### src/rtl/shading_if.sv
// Valid/ready pixel bus between colour interpolation and the sequenced shading multiply.
// The master drives pixels and output-side ready; the slave is the shading block.
interface shading_if;
    logic       in_valid;
    logic       in_ready;
    logic [4:0] rTex;
    logic [4:0] gTex;
    logic [4:0] bTex;
    logic       noTexture;
    logic [8:0] rGouraud;
    logic [8:0] gGouraud;
    logic [8:0] bGouraud;
    logic       out_valid;
    logic       out_ready;
    logic [7:0] rOut;
    logic [7:0] gOut;
    logic [7:0] bOut;
    logic       busy;

    modport master (
        output in_valid, rTex, gTex, bTex, noTexture,
               rGouraud, gGouraud, bGouraud, out_ready,
        input  in_ready, out_valid, rOut, gOut, bOut, busy
    );

    modport slave (
        input  in_valid, rTex, gTex, bTex, noTexture,
               rGouraud, gGouraud, bGouraud, out_ready,
        output in_ready, out_valid, rOut, gOut, bOut, busy
    );
endinterface

### src/rtl/shading_seq.sv
// Pixel shading multiply (Gouraud x texel) with one shared 9x5 multiplier and clamp,
// stepped through R, G, B by a small FSM behind valid/ready handshakes.
module shading_seq (
    input  logic     clk,
    input  logic     i_nrst,
    shading_if.slave bus
);
    typedef enum logic [2:0] {
        IDLE  = 3'd0,
        MUL_R = 3'd1,
        MUL_G = 3'd2,
        MUL_B = 3'd3,
        DONE  = 3'd4
    } state_t;

    state_t     r_state;
    logic [4:0] r_tex_r, r_tex_g, r_tex_b;
    logic [8:0] r_gou_r, r_gou_g, r_gou_b;
    logic [7:0] r_out_r, r_out_g, r_out_b;

    logic       w_accept;
    logic [4:0] w_tex;
    logic [8:0] w_gou;
    logic [8:0] w_scaled;
    logic [7:0] w_shade;

    // Values of 256 and above only arise from Gouraud overbright; saturate to white.
    function automatic logic [7:0] sat_clamp(input logic [8:0] x);
        return x[8] ? 8'hFF : x[7:0];
    endfunction

    assign bus.in_ready  = i_nrst && ((r_state == IDLE) ||
                                      (r_state == DONE && bus.out_ready));
    assign bus.out_valid = (r_state == DONE);
    assign bus.busy      = (r_state != IDLE);
    assign bus.rOut      = r_out_r;
    assign bus.gOut      = r_out_g;
    assign bus.bOut      = r_out_b;

    assign w_accept = bus.in_valid && bus.in_ready;

    always_comb begin
        w_tex = 5'd0;
        w_gou = 9'd0;
        case (r_state)
            MUL_R: begin w_tex = r_tex_r; w_gou = r_gou_r; end
            MUL_G: begin w_tex = r_tex_g; w_gou = r_gou_g; end
            MUL_B: begin w_tex = r_tex_b; w_gou = r_gou_b; end
            default: begin w_tex = 5'd0; w_gou = 9'd0; end
        endcase
    end

    // Single shared multiplier; the full 14-bit product is kept before dropping 5 LSBs.
    assign w_scaled = 9'(({5'd0, w_gou} * {9'd0, w_tex}) >> 5);
    assign w_shade  = sat_clamp(w_scaled);

    always_ff @(posedge clk) begin
        if (!i_nrst) begin
            r_state <= IDLE;
            r_tex_r <= '0;
            r_tex_g <= '0;
            r_tex_b <= '0;
            r_gou_r <= '0;
            r_gou_g <= '0;
            r_gou_b <= '0;
            r_out_r <= '0;
            r_out_g <= '0;
            r_out_b <= '0;
        end else begin
            case (r_state)
                IDLE, DONE: begin
                    if (w_accept) begin
                        r_tex_r <= bus.rTex | {5{bus.noTexture}};
                        r_tex_g <= bus.gTex | {5{bus.noTexture}};
                        r_tex_b <= bus.bTex | {5{bus.noTexture}};
                        r_gou_r <= bus.rGouraud;
                        r_gou_g <= bus.gGouraud;
                        r_gou_b <= bus.bGouraud;
                        r_state <= MUL_R;
                    end else if (r_state == DONE && bus.out_ready) begin
                        r_state <= IDLE;
                    end
                end
                MUL_R: begin
                    r_out_r <= w_shade;
                    r_state <= MUL_G;
                end
                MUL_G: begin
                    r_out_g <= w_shade;
                    r_state <= MUL_B;
                end
                MUL_B: begin
                    r_out_b <= w_shade;
                    r_state <= DONE;
                end
                default: r_state <= IDLE;
            endcase
        end
    end
endmodule
### src/flat_wrapper.sv
// flat-port wrapper written by rule: the top's interface ports become plain ports
module shading_seq_flat 
  (clk, i_nrst, bus_in_valid, bus_rTex, bus_gTex, bus_bTex, bus_noTexture, bus_rGouraud, bus_gGouraud, bus_bGouraud, bus_out_ready, bus_in_ready, bus_out_valid, bus_rOut, bus_gOut, bus_bOut, bus_busy);
  shading_if bus_i ();
  input  logic clk;
  input  logic i_nrst;
  input wire logic [$bits(bus_i.in_valid)-1:0] bus_in_valid;
  input wire logic [$bits(bus_i.rTex)-1:0] bus_rTex;
  input wire logic [$bits(bus_i.gTex)-1:0] bus_gTex;
  input wire logic [$bits(bus_i.bTex)-1:0] bus_bTex;
  input wire logic [$bits(bus_i.noTexture)-1:0] bus_noTexture;
  input wire logic [$bits(bus_i.rGouraud)-1:0] bus_rGouraud;
  input wire logic [$bits(bus_i.gGouraud)-1:0] bus_gGouraud;
  input wire logic [$bits(bus_i.bGouraud)-1:0] bus_bGouraud;
  input wire logic [$bits(bus_i.out_ready)-1:0] bus_out_ready;
  output wire logic [$bits(bus_i.in_ready)-1:0] bus_in_ready;
  output wire logic [$bits(bus_i.out_valid)-1:0] bus_out_valid;
  output wire logic [$bits(bus_i.rOut)-1:0] bus_rOut;
  output wire logic [$bits(bus_i.gOut)-1:0] bus_gOut;
  output wire logic [$bits(bus_i.bOut)-1:0] bus_bOut;
  output wire logic [$bits(bus_i.busy)-1:0] bus_busy;
  assign bus_i.in_valid = bus_in_valid;
  assign bus_i.rTex = bus_rTex;
  assign bus_i.gTex = bus_gTex;
  assign bus_i.bTex = bus_bTex;
  assign bus_i.noTexture = bus_noTexture;
  assign bus_i.rGouraud = bus_rGouraud;
  assign bus_i.gGouraud = bus_gGouraud;
  assign bus_i.bGouraud = bus_bGouraud;
  assign bus_i.out_ready = bus_out_ready;
  assign bus_in_ready = bus_i.in_ready;
  assign bus_out_valid = bus_i.out_valid;
  assign bus_rOut = bus_i.rOut;
  assign bus_gOut = bus_i.gOut;
  assign bus_bOut = bus_i.bOut;
  assign bus_busy = bus_i.busy;
  shading_seq u_core (.clk(clk), .i_nrst(i_nrst), .bus(bus_i));
endmodule
### config.mk
export PLATFORM = sky130hd
export DESIGN_NAME = shading_seq_flat
export DESIGN_NICKNAME = d
export VERILOG_FILES = /design/src/rtl/shading_if.sv /design/src/rtl/shading_seq.sv /design/src/flat_wrapper.sv
export SDC_FILE = /design/constraint.sdc
export NUM_CORES = 1
export LEC_CHECK = 0
export CAP_MARGIN = 20
export CORE_ASPECT_RATIO = 1.5
export CORE_MARGIN = 5
export CORE_UTILIZATION = 49
export CTS_CLUSTER_SIZE = 24
export DETAILED_ROUTE_END_ITERATION = 8
export GPL_TIMING_DRIVEN = 0
export PLACE_DENSITY = 0.89
export SLEW_MARGIN = 20
export SYNTH_ARGS = -nofsm -noshare
export SYNTH_HDL_FRONTEND = slang
export SYNTH_SLANG_ARGS = --single-unit
export TNS_END_PERCENT = 50
### constraint.sdc
create_clock -name clk -period 5.5 [get_ports clk]
set_input_delay 1.65 -clock clk [delete_from_list [all_inputs] [get_ports clk]]
set_output_delay 1.65 -clock clk [all_outputs]
set_load 0.03 [all_outputs]
==> flow_summary_export.csv <==
group,metric,value,unit
status,run_status,"finished clean",
layout,antennaDiodeCount,0,
cts,cts_inserted_buffers,9,
timing,final-hold-violation-count,0,
drt,drt_pass_1_iters,5,
timing,timing.clock.skew,0.00689,ns
power_and_ir_drop,power_per_cell_area,269,mW/mm²
drt,detail_route.wl_per_cell,15.8,µm
synth,synth_seq_cells,69,
hold_path,min-delay-path-class,"register to register",
cts,post_cts_hold_buffer_count,0,
place,placed_cells_incl_taps,712,
critical_path,worst-path-max-fanout,10,
cts,clock_tree.buffer_depth,2,
cts,cts_sinks,69,
synth,syn_inst,529,
floorplan,placement_rows,42,
synth,synthFlopType,"sky130_fd_sc_hd__dfxtp_1",
grt,first_global_vias,4130,
cts,clockRootBuffer,"sky130_fd_sc_hd__clkbuf_16",
synth,synth.mux.area_fraction,0.0353,
layout,post_layout_nets,701,
layout,multi_input_area,0.00265,mm²
drt,detail_route.vias_per_cell,5.65,
synth,synth_compound_gate_area_share,0.203,
timing,max-slew-margin-rel,0.617,
synth,synth_seq_area_share,0.319,
cts,insertion_delay,0.34,ns
cts,cts-htree-levels,3,
drt,antenna_left,0,
timing,layout_worst_path_cycle_share,0.978,
job,max_cap_violations,0,
place,post-place-ws,-0.290,ns
layout,drive_gt1_frac,0.0856,
floorplan,die_width,86.7,µm
critical_path,worst-endpoint-arrival,3.73,ns
critical_path,critical_path_required,3.85,ns
synth,synth_top_family_by_area,"simple AND/OR/NAND/NOR gates",
grt,globalRouteTotalUtil,0.215,
power_and_ir_drop,power.leakage,2.28,nW
drt,remaining_drc_errors,0,
power_and_ir_drop,p_total,1.50,mW
timing,drv_slew,0,
layout,layout-area-overhead-vs-synth,29.2,%
synth,net_count_synth,616,
drt,route.vias.total,4119,
synth,distinct_cell_type_count_of_the_synthesized_netlist,53,
place,buffer_ports.inserted,73,
grt,grt.overflow.total,0,
floorplan,die_area,0.0108,mm²
synth,syn-mean-instance-area,8.18,µm²
layout,layout.cells.most_common_list,"81 x sky130_fd_sc_hd__nand2_1, 73 x sky130_fd_sc_hd__clkdlybuf4s50_1, 69 x sky130_fd_sc_hd__dfxtp_1",
synth,synthSimpleGateAreaFrac,0.207,
critical_path,setup.worst_path.start_class,"primary input",
grt,grt_first_pass_wirelength,18600,µm
grt,grt_antenna_before_repair,0,
cts,tritoncts,"built",
floorplan,floorplan.die.height,125,µm
timing,timing.final.crit_period,5.38,ns
timing,setup_viol_count_final,0,
layout,fillers,699,
synth,synthAdderAreaFrac,0.150,
timing,max_freq,0.186,GHz
critical_path,critical_path.endpoint_type,"primary output",
layout,final_cells,729,
synth,syn-cell-area,0.00433,mm²
grt,largest_net_degree_at_the_start_of_global_routing,19,
critical_path,worstSetupPathType,"primary input to primary output",
cts,clk_transition_reported_paths,0.06,ns
timing,post_layout_worst_setup_margin,0.123,ns
synth,async_flop_share,0,
drt,routed_wl,11500,µm
synth,number_of_synthesized_flops_with_an_enable_pin,0,
synth,synthesis.yosys.warnings,0,
place,hpwl,8810,µm
floorplan,core_footprint,0.00872,mm²
power_and_ir_drop,ir_drop,267,µV
layout,layout.cells.most_common,"sky130_fd_sc_hd__nand2_1",
layout,final-seq-area,0.00138,mm²
floorplan,floorplan.io_pins,74,
place,gp_congestion,0.884,
floorplan,initial_core_util,0.496,
drt,initialDrtViolationCount,231,
synth,synth-xor-area-share,0.0142,
timing,worst-slew-pin-transition,0.575,ns
-- final timing paths --
check / to / from / depth (start not counted) / slack [ns]
hold reg to reg: u_core.r_gou_g[4] / u_core.r_gou_g[4] / 2 / 0.46
setup reg to reg: u_core.bus.gOut[6] / u_core.r_state[1] / 22 / 0.19
setup / recovery: bus_in_ready / i_nrst / 4 / 0.12
hold / removal: u_core.r_gou_g[4] / u_core.r_gou_g[4] / 2 / 0.46
-- state kept, by name, indices dropped and copies added, names as in the netlist --
register / cells
u_core.r_tex_r: 5
u_core.bus.bOut: 8
u_core.r_tex_b: 5
u_core.r_gou_g: 9
u_core.r_gou_b: 9
u_core.bus.gOut: 8
u_core.r_tex_g: 5
u_core.r_state: 3
u_core.bus.rOut: 8
u_core.r_gou_r: 9
-- power by group --
part           internal, mW  leakage (nW)  switching [mW]
Sequential            0.538         0.563          0.0205
Combinational         0.120          1.55           0.159
Clock                 0.445         0.170           0.222
-- per-layer routing --
metal | up-vias | wire length [µm] | global-route usage
met2 | 159 | 6210 | 0.393
met5 | - | 0 | 0
met4 | 0 | 576 | 0.139
met3 | 41 | 566 | 0.0349
li1 | 1986 | - | -
met1 | 1933 | 4150 | 0.220
-- layout make-up --
class | count | area share
clock inverters | 7 | 0.0217
inverters | 37 | 0.0249
flip-flops and latches | 69 | 0.247
clock buffers | 9 | 0.0403
repair buffers | 77 | 0.136
well taps | 110 | 0.0246
multi-input cells | 390 | 0.474
plain buffers | 30 | 0.0309
-- Yosys cell counts (4+ instances only) --
cell type,instances,area [µm²]
sky130_fd_sc_hd__mux2i_1,4,40.0
sky130_fd_sc_hd__xnor2_1,4,35.0
sky130_fd_sc_hd__or2_1,7,43.8
sky130_fd_sc_hd__inv_2,4,15.0
sky130_fd_sc_hd__clkbuf_1,22,82.6
sky130_fd_sc_hd__and2_1,5,31.3
sky130_fd_sc_hd__mux2_1,10,113
sky130_fd_sc_hd__nor3_1,31,155
sky130_fd_sc_hd__nand2_1,81,304
sky130_fd_sc_hd__inv_1,33,124
sky130_fd_sc_hd__a22oi_1,4,30.0
sky130_fd_sc_hd__buf_6,5,56.3
sky130_fd_sc_hd__buf_2,4,20.0
sky130_fd_sc_hd__nand2b_1,8,50.1
sky130_fd_sc_hd__a21oi_1,41,205
sky130_fd_sc_hd__nor2_1,44,165
sky130_fd_sc_hd__fa_1,20,400
sky130_fd_sc_hd__a21o_1,11,82.6
sky130_fd_sc_hd__and3_1,7,43.8
sky130_fd_sc_hd__o21ai_0,29,145
sky130_fd_sc_hd__ha_1,20,250
sky130_fd_sc_hd__dfxtp_1,69,1380
sky130_fd_sc_hd__a31oi_1,24,150
-- cells by family (layout without fill, tap and decap cells) --
logic type / count (synthesis) / after routing
XOR/XNOR: 7 / 7
adder cells (fa/ha/maj): 40 / 40
buffers and inverters: 70 / 160
flip-flops: 69 / 69
AO/OA/AOI/OAI: 133 / 133
multiplexers: 14 / 14
AND/OR/NAND/NOR: 196 / 196
-- worst max-delay path: stages --
cell and delay [ns]:
sky130_fd_sc_hd__clkdlybuf4s50_1 0.64, sky130_fd_sc_hd__inv_2 0.16, sky130_fd_sc_hd__a2111oi_2 0.51, sky130_fd_sc_hd__clkdlybuf4s50_1 0.76
-- stage by stage --
| stage | utilization | instance area (µm²) | hold WS (ns) | setup TNS, ns |
|---|---|---|---|---|
| floorplan | - | 4330 | 0.432 | 0 |
| global placement | 0.595 | 5190 | 0.442 | -2.86 |
| detailed placement | 0.595 | 5190 | 0.448 | -6.11 |
| CTS | 0.636 | 5550 | 0.458 | 0 |
| global route | 0.641 | 5590 | 0.476 | -0.0120 |
| finish | 0.641 | 5590 | 0.457 | 0 |
-- what timing repair did --
item	in CTS	in global routing
setup buffers	1	3
pin swaps	1	2
resized for setup	5	10
setup endpoints to repair	24	24
Note: power is estimated with default switching activity, not from simulation.
